[config.mk]
export PLATFORM = sky130hd
export DESIGN_NAME = mc_ctrl_flat
export DESIGN_NICKNAME = d
export VERILOG_FILES = /design/src/rtl/mc_ctrl_if.sv /design/src/rtl/mc_ctrl.sv /design/src/flat_wrapper.sv
export SDC_FILE = /design/constraint.sdc
export NUM_CORES = 1
export LEC_CHECK = 0
export ABC_AREA = 0
export CORE_MARGIN = 3
export CORE_UTILIZATION = 45
export CTS_CLUSTER_SIZE = 20
export DETAILED_ROUTE_END_ITERATION = 16
export PLACE_DENSITY = 0.82
export SYNTH_ARGS = -nofsm -noshare
export SYNTH_HDL_FRONTEND = slang
export SYNTH_SLANG_ARGS = --single-unit
export TNS_END_PERCENT = 20
[constraint.sdc]
create_clock -name clk -period 4.05 [get_ports clk]
set_input_delay 0.81 -clock clk [delete_from_list [all_inputs] [get_ports clk]]
set_output_delay 0.81 -clock clk [all_outputs]
set_load 0.005 [all_outputs]
[src/rtl/mc_ctrl_if.sv]
// Memory-port bundle between mc_ctrl and the shared instruction/data memory.
//   MemRead  : read request (instruction fetch or load)
//   MemWrite : write request (store)
//   IorD     : address select, 0 = PC, 1 = ALU result register
//   LAddr    : load width/sign select (lw 000, lb 001, lbu 010, lh 011, lhu 100)
//   SAddr    : store width select (sw 00, sb 01, sh 10)
//   mem_rdy  : memory completes the current access this cycle
interface mc_ctrl_if;
    logic       MemRead;
    logic       MemWrite;
    logic       IorD;
    logic [2:0] LAddr;
    logic [1:0] SAddr;
    logic       mem_rdy;

    modport master (output MemRead, MemWrite, IorD, LAddr, SAddr, input mem_rdy);
    modport slave  (input  MemRead, MemWrite, IorD, LAddr, SAddr, output mem_rdy);
endinterface

[src/rtl/mc_ctrl.sv]
// Multi-cycle control unit: decodes Op/Funct from the registered IR and steps
// each instruction through IF/ID/EX/MEM/WB, with illegal-op and memory-timeout
// traps and a one-cycle retire pulse.
//   clk, rst       : clock, synchronous active-high reset
//   Op, Funct      : IR[31:26], IR[5:0]
//   Zero           : ALU zero flag (beq)
//   bus            : memory port (requests out, mem_rdy in)
//   PCWrite..WDSel : datapath strobes and selects
//   instr_done     : retire pulse
//   illegal,bus_err: sticky trap causes
//   state          : current FSM state (IF 0 .. WB 4, TRAP 7)
module mc_ctrl #(
    parameter int ALUOP_W = 3,
    parameter int MEM_TO  = 15,
    parameter int HS_EN   = 1
) (
    input  logic               clk,
    input  logic               rst,
    input  logic [5:0]         Op,
    input  logic [5:0]         Funct,
    input  logic               Zero,
    mc_ctrl_if.master          bus,
    output logic               PCWrite,
    output logic               IRWrite,
    output logic               RegWrite,
    output logic               EXTOp,
    output logic               ALUSrc,
    output logic [ALUOP_W-1:0] ALUOp,
    output logic [1:0]         NPCOp,
    output logic [1:0]         GPRSel,
    output logic [1:0]         WDSel,
    output logic               instr_done,
    output logic               illegal,
    output logic               bus_err,
    output logic [2:0]         state
);
    typedef enum logic [2:0] {
        S_IF = 3'd0, S_ID = 3'd1, S_EX = 3'd2, S_MEM = 3'd3, S_WB = 3'd4, S_TRAP = 3'd7
    } state_t;

    localparam int            CW     = (MEM_TO < 1) ? 1 : $clog2(MEM_TO + 1);
    localparam logic [CW-1:0] TO_VAL = CW'(MEM_TO);

    state_t        r_state, w_next;
    logic [CW-1:0] r_cnt;
    logic          r_illegal, r_bus_err;

    // Decode
    logic       w_rtype, w_addi, w_ori, w_load, w_store, w_beq, w_j, w_jal, w_legal;
    logic       w_src, w_ext;
    logic [2:0] w_alu3, w_laddr;
    logic [1:0] w_saddr;

    always_comb begin
        w_rtype = 1'b0; w_addi = 1'b0; w_ori = 1'b0; w_load = 1'b0;
        w_store = 1'b0; w_beq = 1'b0; w_j = 1'b0; w_jal = 1'b0;
        w_alu3 = 3'd0; w_laddr = 3'd0; w_saddr = 2'd0;
        case (Op)
            6'b000000: begin
                w_rtype = 1'b1;
                case (Funct)
                    6'b100000, 6'b100001: w_alu3 = 3'd1;
                    6'b100010, 6'b100011: w_alu3 = 3'd2;
                    6'b100100:            w_alu3 = 3'd3;
                    6'b100101:            w_alu3 = 3'd4;
                    6'b101010:            w_alu3 = 3'd5;
                    6'b101011:            w_alu3 = 3'd6;
                    default:              w_rtype = 1'b0;
                endcase
            end
            6'b001000: begin w_addi = 1'b1;  w_alu3 = 3'd1; end
            6'b001101: begin w_ori = 1'b1;   w_alu3 = 3'd4; end
            6'b100011: begin w_load = 1'b1;  w_alu3 = 3'd1; w_laddr = 3'b000; end
            6'b100000: begin w_load = 1'b1;  w_alu3 = 3'd1; w_laddr = 3'b001; end
            6'b100100: begin w_load = 1'b1;  w_alu3 = 3'd1; w_laddr = 3'b010; end
            6'b100001: begin w_load = 1'b1;  w_alu3 = 3'd1; w_laddr = 3'b011; end
            6'b100101: begin w_load = 1'b1;  w_alu3 = 3'd1; w_laddr = 3'b100; end
            6'b101011: begin w_store = 1'b1; w_alu3 = 3'd1; w_saddr = 2'b00; end
            6'b101000: begin w_store = 1'b1; w_alu3 = 3'd1; w_saddr = 2'b01; end
            6'b101001: begin w_store = 1'b1; w_alu3 = 3'd1; w_saddr = 2'b10; end
            6'b000100: begin w_beq = 1'b1;   w_alu3 = 3'd2; end
            6'b000010: w_j   = 1'b1;
            6'b000011: w_jal = 1'b1;
            default: ;
        endcase
    end

    assign w_legal = w_rtype | w_addi | w_ori | w_load | w_store | w_beq | w_j | w_jal;
    assign w_src   = w_addi | w_ori | w_load | w_store;
    assign w_ext   = w_addi | w_load | w_store;

    // Handshake and timeout: only IF and MEM wait on memory.
    logic w_ready, w_wait_st, w_timeout;
    assign w_ready   = (HS_EN != 0) ? bus.mem_rdy : 1'b1;
    assign w_wait_st = (r_state == S_IF) || (r_state == S_MEM);
    assign w_timeout = w_wait_st && !w_ready && (r_cnt == TO_VAL);

    // State register, wait counter and sticky flags
    always_ff @(posedge clk) begin
        if (rst) begin
            r_state   <= S_IF;
            r_cnt     <= '0;
            r_illegal <= 1'b0;
            r_bus_err <= 1'b0;
        end else begin
            r_state <= w_next;
            // Any exit from IF/MEM happens on ready or timeout, both of which clear.
            r_cnt   <= (w_wait_st && !w_ready && !w_timeout) ? r_cnt + CW'(1) : '0;
            if (r_state == S_ID && !w_legal) r_illegal <= 1'b1;
            if (w_timeout)                   r_bus_err <= 1'b1;
        end
    end

    // Next state
    always_comb begin
        w_next = r_state;
        case (r_state)
            S_IF:    if (w_timeout) w_next = S_TRAP;
                     else if (w_ready) w_next = S_ID;
            S_ID:    if (!w_legal) w_next = S_TRAP;
                     else if (w_j) w_next = S_IF;
                     else if (w_jal) w_next = S_WB;
                     else w_next = S_EX;
            S_EX:    if (w_beq) w_next = S_IF;
                     else if (w_load || w_store) w_next = S_MEM;
                     else w_next = S_WB;
            S_MEM:   if (w_timeout) w_next = S_TRAP;
                     else if (w_ready) w_next = w_load ? S_WB : S_IF;
            S_WB:    w_next = S_IF;
            S_TRAP:  w_next = S_TRAP;
            default: w_next = S_IF;
        endcase
    end

    // Outputs; rst forces everything low regardless of the registered state.
    always_comb begin
        PCWrite = 1'b0; IRWrite = 1'b0; RegWrite = 1'b0; EXTOp = 1'b0; ALUSrc = 1'b0;
        ALUOp = '0; NPCOp = 2'b00; GPRSel = 2'b00; WDSel = 2'b00; instr_done = 1'b0;
        bus.MemRead = 1'b0; bus.MemWrite = 1'b0; bus.IorD = 1'b0;
        bus.LAddr = 3'd0; bus.SAddr = 2'd0;
        if (!rst) begin
            case (r_state)
                S_IF: begin
                    bus.MemRead = 1'b1;
                    if (w_ready) begin IRWrite = 1'b1; PCWrite = 1'b1; end
                end
                S_ID: if (w_legal && w_j) begin
                    PCWrite = 1'b1; NPCOp = 2'b10; instr_done = 1'b1;
                end
                S_EX: begin
                    ALUOp  = ALUOP_W'(w_alu3);
                    ALUSrc = w_src;
                    EXTOp  = w_ext;
                    if (w_beq) begin PCWrite = Zero; NPCOp = 2'b01; instr_done = 1'b1; end
                end
                S_MEM: begin
                    bus.IorD = 1'b1;
                    if (w_load) begin bus.MemRead = 1'b1; bus.LAddr = w_laddr; end
                    // A write strobe is never issued on the cycle that traps.
                    if (w_store) begin bus.MemWrite = !w_timeout; bus.SAddr = w_saddr; end
                    if (w_store && w_ready) instr_done = 1'b1;
                end
                S_WB: begin
                    RegWrite   = 1'b1;
                    instr_done = 1'b1;
                    GPRSel     = w_rtype ? 2'b00 : (w_jal ? 2'b10 : 2'b01);
                    WDSel      = w_load ? 2'b01 : (w_jal ? 2'b10 : 2'b00);
                    bus.LAddr  = w_laddr;
                end
                default: ;
            endcase
        end
    end

    assign illegal = r_illegal & ~rst;
    assign bus_err = r_bus_err & ~rst;
    assign state   = rst ? S_IF : r_state;
endmodule

[src/flat_wrapper.sv]
// flat-port wrapper written by rule: the top's interface ports become plain ports
module mc_ctrl_flat 
#(
    parameter int ALUOP_W = 3,
    parameter int MEM_TO  = 15,
    parameter int HS_EN   = 1
)
  (clk, rst, Op, Funct, Zero, PCWrite, IRWrite, RegWrite, EXTOp, ALUSrc, ALUOp, NPCOp, GPRSel, WDSel, instr_done, illegal, bus_err, state, bus_MemRead, bus_MemWrite, bus_IorD, bus_LAddr, bus_SAddr, bus_mem_rdy);
  mc_ctrl_if bus_i ();
  input  logic clk;
  input  logic rst;
  input  logic [5:0] Op;
  input  logic [5:0] Funct;
  input  logic Zero;
  output logic PCWrite;
  output logic IRWrite;
  output logic RegWrite;
  output logic EXTOp;
  output logic ALUSrc;
  output logic [ALUOP_W-1:0] ALUOp;
  output logic [1:0] NPCOp;
  output logic [1:0] GPRSel;
  output logic [1:0] WDSel;
  output logic instr_done;
  output logic illegal;
  output logic bus_err;
  output logic [2:0] state;
  output wire logic [$bits(bus_i.MemRead)-1:0] bus_MemRead;
  output wire logic [$bits(bus_i.MemWrite)-1:0] bus_MemWrite;
  output wire logic [$bits(bus_i.IorD)-1:0] bus_IorD;
  output wire logic [$bits(bus_i.LAddr)-1:0] bus_LAddr;
  output wire logic [$bits(bus_i.SAddr)-1:0] bus_SAddr;
  input wire logic [$bits(bus_i.mem_rdy)-1:0] bus_mem_rdy;
  assign bus_MemRead = bus_i.MemRead;
  assign bus_MemWrite = bus_i.MemWrite;
  assign bus_IorD = bus_i.IorD;
  assign bus_LAddr = bus_i.LAddr;
  assign bus_SAddr = bus_i.SAddr;
  assign bus_i.mem_rdy = bus_mem_rdy;
  mc_ctrl #(.ALUOP_W(ALUOP_W), .MEM_TO(MEM_TO), .HS_EN(HS_EN)) u_core (.clk(clk), .rst(rst), .Op(Op), .Funct(Funct), .Zero(Zero), .bus(bus_i), .PCWrite(PCWrite), .IRWrite(IRWrite), .RegWrite(RegWrite), .EXTOp(EXTOp), .ALUSrc(ALUSrc), .ALUOp(ALUOp), .NPCOp(NPCOp), .GPRSel(GPRSel), .WDSel(WDSel), .instr_done(instr_done), .illegal(illegal), .bus_err(bus_err), .state(state));
endmodule
Word-level counts from Yosys, hierarchy flattened. Cells that the tools add are included.

Bits in registers: 9. Bits of input ports: 16. Output and inout port bits: 28.

Equality and inequality tests: 29. Multiplexer cells: 70. Bitwise gates (word level): 16. Reductions and logical operators: 21. $add $sub $neg: 1.

Operators by type and width (count): equality test 6 bit (second input constant) (16); two-way mux 3 bit (15); two-way mux 1 bit (32); two-way mux 2 bit (13); case mux 3 bit (4 select lines) (2); case mux 3 bit (6 select lines) (1); case mux 3 bit (5 select lines) (1); equality test 6 x 2 -> 1 bit (second input constant) (2); equality test 6 x 4 -> 1 bit (second input constant) (2); OR 1 bit (12); OR reduction 9 bit (1); case mux 2 bit (2 select lines) (2); OR reduction 8 bit (1); equality test 3 x 2 -> 1 bit (second input constant) (2); equality test 3 bit (second input constant) (2); equality test 6 x 3 -> 1 bit (second input constant) (1); logical AND 1 bit (6); zero test 6 bit (1); inequality test 3 x 2 -> 1 bit (second input constant) (2); case mux 3 bit (2 select lines) (1); OR reduction 2 bit (3); OR reduction 5 bit (1); adder 4 x 1 -> 4 bit (second input constant) (1); equality test 4 bit (second input constant) (1); 11 further kinds (16).

Logic depth before layout (Yosys ltp).
Depth after elaboration: 15. Gate-level depth with buffers: 7.

Least setup slack after synthesis. OpenSTA, ideal clock, no wires.

Path type: input port to output port. Start: in Op[2]. End: out instr_done. Stages on the path: 6. Arrival time: 2.077 ns. Data required time: 3.240 ns. Path slack: 1.163 ns. Buffers on the path: 1. Cells stage by stage: or4_4 -> buf_6 -> nor3b_4 -> a31oi_1 -> o32a_1 -> nor2_1.

Cells in the longest elaborated chain, start to end: 13. Elaborated cells on any way between the ends: 38.

RTL lines: start, declared (line flat_wrapper.sv:12) `input logic [5:0] Op;`; equality test 6 x 4 -> 1 bit or zero test 6 bit (tied branches) (line mc_ctrl.sv:58) `case (Op)`; two-way mux 1 bit (line mc_ctrl.sv:58); OR 1 bit (7 in a row) (line mc_ctrl.sv:88) `assign w_legal = w_rtype | w_addi | w_ori | w_load | w_store | w_beq | w_j | w_jal;`; logical AND 1 bit (line mc_ctrl.sv:147) `S_ID: if (w_legal && w_j) begin`; two-way mux 1 bit (line mc_ctrl.sv:147); case mux 1 bit (4 select lines) (*) (line mc_ctrl.sv:142) `case (r_state)`; two-way mux 1 bit (*) (line mc_ctrl.sv:141) `if (!rst) begin`; end, declared (line flat_wrapper.sv:24) `output logic instr_done;`.

Mark *: on every way between the ends. The rest lies on a longest branch, timed or not.

Final worst setup path. Ends and elaborated chain as after synthesis.

==> impl_metrics.py <==
metrics = {
    "synthesis": {
        "muxShareOfSynthArea": 0.02775,
        "syn_avg_cell_area_um2": 6.631,
        "synth_seq_area_share": 0.1598,
        "ys_types": 52,
        "synth_fp_nets": 187,
        "synth-simple-area-share": 0.4784,
        "synth_flop_cell": "dfxtp_1",
        "synthesis.area_um2": 1127,
        "synthCells": 170,
        "synthAdderAreaFrac": 0.01110,
        "synthXorXnorAreaFrac": 0.03108,
        "synth_top_family_by_area": "simple AND/OR/NAND/NOR gates",
        "synth_edf_count": 0,
        "synthArstFlopShare": 0,
        "yosysWarnings": 0,
        "synth-compound-area-share": 0.2242,
        "ys_ff_latch": 9,
    },
    "status": {
        "run_status": "complete, no violations",
    },
    "placement": {
        "dp_hpwl_um": 2797,
        "routabilityCongestion": 0.9338,
        "port_buffers": 43,
        "place_inst": 237,
    },
    "sta": {
        "setup_viol": 0,
        "report.final.slew_viol_count": 0,
        "clock.fmax_ghz": 0.2603,
        "max_slew_margin": 0.5781,
        "finalHoldViolCount": 0,
        "layout_min_cycle_time_ns": 3.842,
        "min_period_over_period": 0.9486,
        "skew_ns": 0.003631,
        "tightest_slew_ns": 0.6319,
        "tns_ns": 0,
        "rsz0062_at_grt": "false",
    },
    "worst_setup_path": {
        "arrival_ns": 3.03,
        "crit_chain": "clkdlybuf4s50_1 -> or4_4 -> nor3b_4 -> a31oi_1 -> o32a_1 -> nor2_1 -> clkdlybuf4s50_1",
        "endpoint_kind": "primary output",
        "r2r-start": "u_core.r_state[0]",
        "max_stage_delay_ns": 0.62,
        "cp_slowest_cell": "or4_4",
        "cp_top_family": "buffers and inverters",
        "cpMostUsedCell": "clkdlybuf4s50_1",
        "critPathLaunchType": "input port",
        "path_max_fanout": 6,
        "path_buf_inv": 2,
        "required_ns": 3.24,
        "crit_type": "input port to primary output",
        "startpoint": "Op[2]",
    },
    "finish": {
        "final_cells": 241,
        "fin_nets": 231,
        "area_growth_pct": 43.84,
        "utilization": 0.7059,
        "diodes": 0,
        "drive_above_1_share": 0.07981,
    },
    "floorplan": {
        "io_pins": 44,
        "core_um2": 2297,
        "die_area_um2": 3142,
        "placementRows": 17,
        "start_util": 0.4907,
        "die_h_um": 56.05,
        "die_w_um": 56.05,
    },
    "global_route": {
        "grt_remaining_overflow": 0,
        "busiest_layer": "met2",
        "grt_pass1_wl_um": 5899,
        "grt_usage": 0.2285,
        "grt_pass1_vias": 1267,
        "antenna_found_initial": 0,
        "grt_max_degree": 19,
        "grt_use_met1": 0.3077,
        "grt.met3_usage": 0.02320,
        "gr-usage-met2": 0.3740,
    },
    "drt": {
        "ant_nets": 0,
        "wire_per_inst_um": 14.66,
        "first_iter_violations": 78,
        "drc_errors": 0,
        "via_count": 1375,
        "wirelength_um": 3532,
        "via_per_inst": 5.705,
        "drtPass1Iterations": 4,
    },
    "clock_network": {
        "clock-sinks": 9,
        "path_clk_slew_ns": 0.06,
        "clk_latency_ns": 0.26,
        "clk_path_buf_depth": 2,
        "cts_setup_buffers": 0,
        "cts_tree": "done",
        "numCtsBuffers": 3,
        "clock_tree.root_cell": "clkbuf_4",
        "cts_max_level": 1,
        "cts_resized": 0,
        "holdBufCountCts": 0,
    },
    "pwr": {
        "power_density_nw_per_um2": 207.4,
        "power.total_w": 0.0003363,
        "ir_worst_vdd_mv": 0.1821,
        "power_leakage_nw": 0.5549,
    },
    "worst_hold_path": {
        "hp-start": "u_core.r_illegal",
        "hp-class": "register to register",
    },
    "job": {
        "cap_viol_max_count": 0,
    },
}
==> power breakdown <==
part,switching (W),internal [W],leakage [nW]
logic,0.0000712,0.0000770,0.467
clock network,0.0000327,0.0000380,0.0150
registers,0.0000206,0.0000968,0.0733
total,0.000124,0.000212,0.555
==> kinds of logic (layout without fill, tap and decap cells) <==
| kind of cell | after synthesis | count (layout) |
|---|---|---|
| muxes | 3 | 3 |
| AOI/OAI and AO/OA | 39 | 39 |
| xor gates and xnor gates | 4 | 4 |
| adders and majority gates | 1 | 1 |
| buffers and inverters | 17 | 60 |
| and+or+nand+nor | 97 | 97 |
| DFF | 9 | 9 |
==> cell usage in the layout (no fill, tap or decap), types with 2 or more instances in the layout <==
cell type	netlist	final
a21oi_1	12	12
a221oi_1	2	2
a31oi_1	2	2
and3_1	3	3
and3b_1	2	2
buf_4	0	8
clkbuf_4	0	3
clkdlybuf4s50_1	0	43
dfxtp_1	9	9
inv_1	3	3
mux2i_1	2	2
nand2_1	16	16
nand2b_1	9	9
nand3_1	6	6
nand4_1	2	2
nor2_1	28	28
nor2b_1	8	8
nor3_1	8	8
nor4b_1	2	2
o21a_1	2	2
o21ai_0	2	2
o21ai_1	4	4
o22ai_1	4	4
o31a_1	2	2
or3b_1	2	2
xnor2_1	2	2
xor2_1	2	2
==> worst reg2reg max path, delay by kind of cell (launching register included) <==
family | cells | cell delay, ns
flops | 1 | 0.59
simple gates | 2 | 0.48
compound gates | 3 | 0.71
==> registers in the layout, indices dropped and copies added (netlist names) <==
name              cells
u_core.r_cnt          4
u_core.r_state        3
u_core.r_illegal      1
u_core.r_bus_err      1
==> through the flow <==
stage	setup WS [ns]	hold WS, ns	instance area (um^2)
6_report	0.2082	0.4554	1622
4_1_cts	0.2005	0.4590	1622
5_1_grt	0.06583	0.4838	1622
3_3_place_gp	0.2340	0.4263	1595
3_5_place_dp	0.1972	0.4479	1595
2_1_floorplan	1.163	0.4179	1127
==> worst paths after layout <==
kind                             to  slack (ns)  cells after the start
hold / removal     u_core.r_illegal        0.46                      2
hold reg to reg    u_core.r_illegal        0.46                      2
setup reg to reg  u_core.r_state[2]        2.18                      5
setup / recovery         instr_done        0.21                      7
==> cell type report <==
| type | count | area (um^2) |
|---|---|---|
| well taps | 28 | 35.03 |
| fillers | 207 | 675.6 |
| inverters | 5 | 18.77 |
| clock buffers | 4 | 26.28 |
| multi-input cells | 144 | 870.8 |
| flip-flops and latches | 9 | 180.2 |
| repair buffers | 51 | 490.5 |
==> cells in the mapped netlist, types with 3 or more instances <==
cell	number	area [um^2]
a21oi_1	12	60.06
and3_1	3	18.77
buf_2	4	20.02
clkbuf_1	6	22.52
dfxtp_1	9	180.2
inv_1	3	11.26
nand2_1	16	60.06
nand2b_1	9	56.30
nand3_1	6	30.03
nor2_1	28	105.1
nor2b_1	8	50.05
nor3_1	8	40.04
o21ai_1	4	20.02
o22ai_1	4	25.02
==> layer usage <==
metal / wire, um / share of wire
met1: 1557 / 0.44
met2: 1766 / 0.50
met3: 145 / 0.041
met4: 63 / 0.018
met5: 0 / 0
Power figures use the tool's default switching activity.
